## config.mk

```make
export PLATFORM = sky130hd
export DESIGN_NAME = morse_decoder
export DESIGN_NICKNAME = d
export VERILOG_FILES = /design/src/rtl/morse_pkg.sv /design/src/rtl/morse_pattern_match.sv /design/src/rtl/morse_decoder.sv
export SDC_FILE = /design/constraint.sdc
export NUM_CORES = 1
export LEC_CHECK = 0
export CAP_MARGIN = 25
export CORE_UTILIZATION = 40
export CTS_BUF_LIST = sky130_fd_sc_hd__clkbuf_8
export DETAILED_ROUTE_END_ITERATION = 12
export SLEW_MARGIN = 25
export SYNTH_ARGS = -nofsm -noshare
export SYNTH_HDL_FRONTEND = slang
export SYNTH_HIERARCHICAL = 1
export SYNTH_SLANG_ARGS = --single-unit
```

## constraint.sdc

```tcl
create_clock -name clock -period 2.4 [get_ports clock]
set_input_delay 0.6 -clock clock [delete_from_list [all_inputs] [get_ports clock]]
set_output_delay 0.6 -clock clock [all_outputs]
set_load 0.01 [all_outputs]
```

## src/rtl/morse_pkg.sv

```systemverilog
// Shared Morse definitions: letter codes, FSM state codes and the
// symbol pattern table used by both decoder and encoder.
package morse_pkg;

    // Letter codes as presented on the decoder's letter output
    localparam logic [2:0] LTR_S = 3'd0;
    localparam logic [2:0] LTR_T = 3'd1;
    localparam logic [2:0] LTR_U = 3'd2;
    localparam logic [2:0] LTR_V = 3'd3;
    localparam logic [2:0] LTR_W = 3'd4;
    localparam logic [2:0] LTR_X = 3'd5;
    localparam logic [2:0] LTR_Y = 3'd6;
    localparam logic [2:0] LTR_Z = 3'd7;

    // Receiver state enumeration
    typedef logic [1:0] morse_state_t;
    localparam morse_state_t ST_IDLE  = 2'd0;
    localparam morse_state_t ST_MARK  = 2'd1;
    localparam morse_state_t ST_SPACE = 2'd2;
    localparam morse_state_t ST_FLUSH = 2'd3;

    // One table entry: symbols right-aligned (first symbol in the MSB of
    // the used field, dot 0 / dash 1) plus the number of symbols.
    typedef struct packed {
        logic [3:0] pat;
        logic [2:0] len;
    } morse_pat_t;

    // Indexed by letter code; entry 7 (Z) sits in the MSBs.
    localparam morse_pat_t [7:0] PAT_TABLE = {
        {4'b1100, 3'd4},   // Z
        {4'b1011, 3'd4},   // Y
        {4'b1001, 3'd4},   // X
        {4'b0011, 3'd3},   // W
        {4'b0001, 3'd4},   // V
        {4'b0001, 3'd3},   // U
        {4'b0001, 3'd1},   // T
        {4'b0000, 3'd3}    // S
    };

    // Maximum number of symbols a letter may carry
    localparam logic [2:0] MAX_SYMBOLS = 3'd4;

endpackage

```

## src/rtl/morse_pattern_match.sv

```systemverilog
// Combinational pattern lookup: symbol field plus symbol count to letter.
// Unused high bits of the symbol field are zero, so a whole-field compare
// together with the count gives an exact match.
module morse_pattern_match
    import morse_pkg::*;
(
    input  logic [3:0] symbols,
    input  logic [2:0] count,
    output logic [2:0] letter,
    output logic       hit
);

    // Scan the table; the first matching entry wins
    always_comb begin
        letter = LTR_S;
        hit    = 1'b0;
        for (int i = 0; i < 8; i++) begin
            if (!hit && PAT_TABLE[i].pat == symbols && PAT_TABLE[i].len == count) begin
                hit    = 1'b1;
                letter = 3'(i);
            end
        end
    end

endmodule

```

## src/rtl/morse_decoder.sv

```systemverilog
// Morse receiver: measures mark/space run lengths on a registered copy of
// the line, assembles dots and dashes into a letter and reports either a
// decoded letter or a decode error, one cycle after the deciding edge.
module morse_decoder
    import morse_pkg::*;
#(
    parameter int UNIT_CYCLES = 25000000
) (
    input  logic       clock,
    input  logic       reset,
    input  logic       morse_code,
    output logic [2:0] letter,
    output logic       letter_valid,
    output logic       decode_error,
    output logic       busy
);

    localparam int              CNT_W   = $clog2(4 * UNIT_CYCLES + 1);
    localparam logic [CNT_W-1:0] CNT_MAX = CNT_W'(4 * UNIT_CYCLES);
    localparam logic [CNT_W-1:0] CNT_GAP = CNT_W'(2 * UNIT_CYCLES);

    logic             in_q;
    logic [CNT_W-1:0] cnt;
    logic             run_long;   // previous cycle's run was >= 2 units
    morse_state_t     state;
    logic [3:0]       sym;
    logic [2:0]       sym_cnt;
    logic             eval_q;     // letter boundary reached, look up next cycle
    logic             err_q;      // malformed letter detected, report next cycle
    logic [2:0]       match_letter;
    logic             match_hit;

    // Line register and run-length counter aligned with in_q
    always_ff @(posedge clock or posedge reset) begin
        if (reset) begin
            in_q     <= 1'b0;
            cnt      <= CNT_W'(1);
            run_long <= 1'b0;
        end else begin
            in_q <= morse_code;
            if (morse_code != in_q)
                cnt <= CNT_W'(1);
            else if (cnt != CNT_MAX)
                cnt <= cnt + 1'b1;
            // When MARK sees in_q low, this still describes the last high cycle
            run_long <= (cnt >= CNT_GAP);
        end
    end

    // Receive FSM: collects symbols and flags letter boundaries / errors
    always_ff @(posedge clock or posedge reset) begin
        if (reset) begin
            state   <= ST_IDLE;
            sym     <= 4'd0;
            sym_cnt <= 3'd0;
            eval_q  <= 1'b0;
            err_q   <= 1'b0;
        end else begin
            eval_q <= 1'b0;
            err_q  <= 1'b0;
            case (state)
                ST_IDLE: begin
                    if (in_q) begin
                        state   <= ST_MARK;
                        sym     <= 4'd0;
                        sym_cnt <= 3'd0;
                    end
                end
                ST_MARK: begin
                    if (!in_q) begin
                        if (sym_cnt == MAX_SYMBOLS) begin
                            err_q <= 1'b1;
                            state <= ST_FLUSH;
                        end else begin
                            sym     <= {sym[2:0], run_long};
                            sym_cnt <= sym_cnt + 3'd1;
                            state   <= ST_SPACE;
                        end
                    end else if (cnt == CNT_MAX) begin
                        err_q <= 1'b1;
                        state <= ST_FLUSH;
                    end
                end
                ST_SPACE: begin
                    if (in_q) begin
                        state <= ST_MARK;
                    end else if (cnt >= CNT_GAP) begin
                        eval_q <= 1'b1;
                        state  <= ST_IDLE;
                    end
                end
                ST_FLUSH: begin
                    if (!in_q && cnt >= CNT_GAP)
                        state <= ST_IDLE;
                end
                default: state <= ST_IDLE;
            endcase
        end
    end

    morse_pattern_match u_match (
        .symbols (sym),
        .count   (sym_cnt),
        .letter  (match_letter),
        .hit     (match_hit)
    );

    // Registered result pulses; letter only moves on a successful match
    always_ff @(posedge clock or posedge reset) begin
        if (reset) begin
            letter       <= LTR_S;
            letter_valid <= 1'b0;
            decode_error <= 1'b0;
        end else begin
            letter_valid <= eval_q & match_hit;
            decode_error <= err_q | (eval_q & ~match_hit);
            if (eval_q && match_hit)
                letter <= match_letter;
        end
    end

    assign busy = (state != ST_IDLE);

endmodule
```

==> flow_summary.ini, run 1 <==
[floorplanning]
pin_count = 9
dieArea_mm2 = 0.00635
die_h_um = 79.7
initial_core_util_pct = 42.5
design.core.area_mm2 = 0.00568
fp-row-count = 27
die_x_um = 79.7

[placement]
hpwlAfterDp_um = 3170
placed_cells = 330
post-place-ws_ns = 0.501
place.gp.congestion = 0.768
port_buffers = 8

[synth]
yosysSeqAreaShare_pct = 46.7
syn_nets = 257
synth_cell_type_count = 47
syn_area_mm2 = 0.00241
synth_top_flop_cell = dfrtp_1
yosysMostFrequentCell = dfrtp_1
yosys_warnings = 6
yosys-top-cells-count = dfrtp_1 (44), nor2_1 (33), nand3_1 (22)
yosys-top-cells-area = dfrtp_1 (46%), xor2_1 (7.3%), nor2_1 (5.1%)
avgSynthCellArea_um2 = 9.66
synth_edf_count = 0
synth_async_sr_flop_share_pct = 100
netlist_instances = 250
synth.top_cell.area_share_pct = 45.6
synth-seq-cells = 45
synth_top_area_cell = dfrtp_1

[timing]
rsz0062_at_grt = no
finClkSkew_ns = 0.0157
setup_viol = 0
finalHoldViolCount = 0
fmax_ghz = 0.453
finalCritPeriodShare_pct = 92.0
tns_ns = 0
period_minus_slack_ns = 2.21
drv_slew = 0
tightest_slew_ns = 0.809
maxSlewHeadroom_pct = 45.6
fin_hold_ws_ns = 0.427
setup_slack_ns = 0.191

[cts]
cts_setup_buffers = 0
ctsResizeCount = 0
cts-root-buf = clkbuf_8
cts_tree = yes
clk-insertion-delay-late_ns = 0.31
ctsHtreeMaxLevel = 2
cts_hold_buf = 0
clkTransAtPathRegs_ns = 0.09
cts.sinks = 45
numCtsBuffers = 5
max-clock-path-buffers = 2

[power]
power_w = 0.00175
power.leakage_nw = 1.20
pwr_density_cell_mw_per_mm2 = 642
ir_drop_mv = 0.255

[grt]
grt_antenna_before_repair = 0
grtUsageTotal_pct = 16.4
grt_pass1_wl_um = 8010
grt_use_met3_pct = 3.77
grt_max_degree = 28
grt.met1_usage_pct = 21.8
grt.met2_usage_pct = 26.1
grt_remaining_overflow = 0
top_usage_layer = met2
first_global_vias = 1712

[setup_path]
crit_buf_inv = 1
worstSetupPathType = register to output port
crit_chain = or2_2 > clkdlybuf4s50_1
cp-start-kind = register
cp_max_fo = 9
path_delay_family = buffers and inverters
r2r_setup_slack_ns = 0.50
max_stage_delay_ns = 0.48
slowest_stage = clkdlybuf4s50_1
cp_data_required_time_ns = 1.80
cp-end-kind = output port
crit_arrival_ns = 1.61

[final_layout]
antenna_cells = 0
nets = 272
regArea_mm2 = 0.00113
fin_cells = 338
drive_above_1_share_pct = 12.4
multi_input_area_mm2 = 0.00122
nFillCells = 534
area_growth_pct = 12.9

[hold_path]
hold_path_class = register to register

[routing]
dr.pass1.iters = 5
post_drt_wl_per_cell_um = 13.6
vias_per_cell = 5.39
drc = 0
drtAntennaViolNets = 0
wl_um = 4580
drt_iter0_markers = 106
vias = 1823

[outcome]
status = finished clean

[run]
maxCapViolCount = 0
==> metrics by stage <==
step	instance area (um2)	util (%)
5_1_grt	2730	48.0
2_1_floorplan	2410	-
3_5_place_dp	2620	46.1
3_3_place_gp	2620	46.1
6_report	2730	48.0
4_1_cts	2730	48.0
==> flip-flops by register name, summed over array words and instances, names as in the netlist <==
name and cells:
letter_valid 1, in_q 1, sym 4, decode_error 1, sym_cnt 3, letter 3, state 2, run_long 1
cnt 27, err_q 1, eval_q 1
==> final timing paths <==
kind	start	to	cells past startpoint
max reg2reg	cnt[7]	cnt[1]	4
min	err_q	decode_error	1
min in group asynchronous	reset	sym_cnt[0]	2
max	state[1]	busy	2
min reg2reg	err_q	decode_error	1
max in group asynchronous	reset	cnt[0]	3
==> cells in the final DEF, fill, tap and decap left out, types with 6 or more instances in the layout <==
cell type and instances:
dfrtp_1 44, nor2_1 33, nand3_1 22, xor2_1 19, nand2_1 17, inv_1 15, nand4_1 11, o21ai_0 10
clkdlybuf4s50_1 8, a21oi_1 7, buf_4 6
==> layout make-up <==
class	count	area share, %
clock buffers	5	2.52
multi-input cells	184	44.6
inverters	15	2.07
well taps	72	3.30
clock inverters	3	1.56
repair buffers	14	4.59
flip-flops and latches	45	41.3
==> kinds of logic after synthesis <==
kind of cell | after synthesis | synth area share (%)
xor+xnor | 25 | 9.07
fa+ha+maj | 4 | 2.07
buf+inv | 21 | 3.26
compound gates | 28 | 7.36
simple gates | 123 | 29.7
mux | 4 | 1.81
flops | 45 | 46.7
==> worst register-to-register path, delay by kind of cell (launching register included) <==
kind	cells	cell delay [ns]
AND/OR/NAND/NOR	3	1.09
flip-flops	1	0.46
multiplexers	1	0.24
==> routing by layer <==
layer / up-vias / wire [um]
met1: 886 / 2200
met3: 7 / 180
met4: 0 / 66
li1: 897 / -
met2: 33 / 2130
met5: - / 0
==> report_power, final <==
group / switching, W / internal (W) / total, W
Clock: 0.000263 / 0.000308 / 0.000571
Sequential: 0.0000807 / 0.000803 / 0.000883
Combinational: 0.000163 / 0.000133 / 0.000296
No activity file was read; power rests on OpenSTA's default activity.
==> run 2, diff against run 1 <==
--- a/config.mk
+++ b/config.mk
@@ -5,7 +5,6 @@
 export SDC_FILE = /design/constraint.sdc
 export NUM_CORES = 1
 export LEC_CHECK = 0
-export CAP_MARGIN = 25
 export CORE_UTILIZATION = 40
 export CTS_BUF_LIST = sky130_fd_sc_hd__clkbuf_8
 export DETAILED_ROUTE_END_ITERATION = 12
==> results of run 2 <==
No change in the layout: final DEF, timing and power equal those of run 1.
==> run 3, diff against run 2 <==
--- a/config.mk
+++ b/config.mk
@@ -5,6 +5,7 @@
 export SDC_FILE = /design/constraint.sdc
 export NUM_CORES = 1
 export LEC_CHECK = 0
+export CAP_MARGIN = 20
 export CORE_UTILIZATION = 40
 export CTS_BUF_LIST = sky130_fd_sc_hd__clkbuf_8
 export DETAILED_ROUTE_END_ITERATION = 12
==> results of run 3 <==
No change in the layout: final DEF, timing and power equal those of run 1.
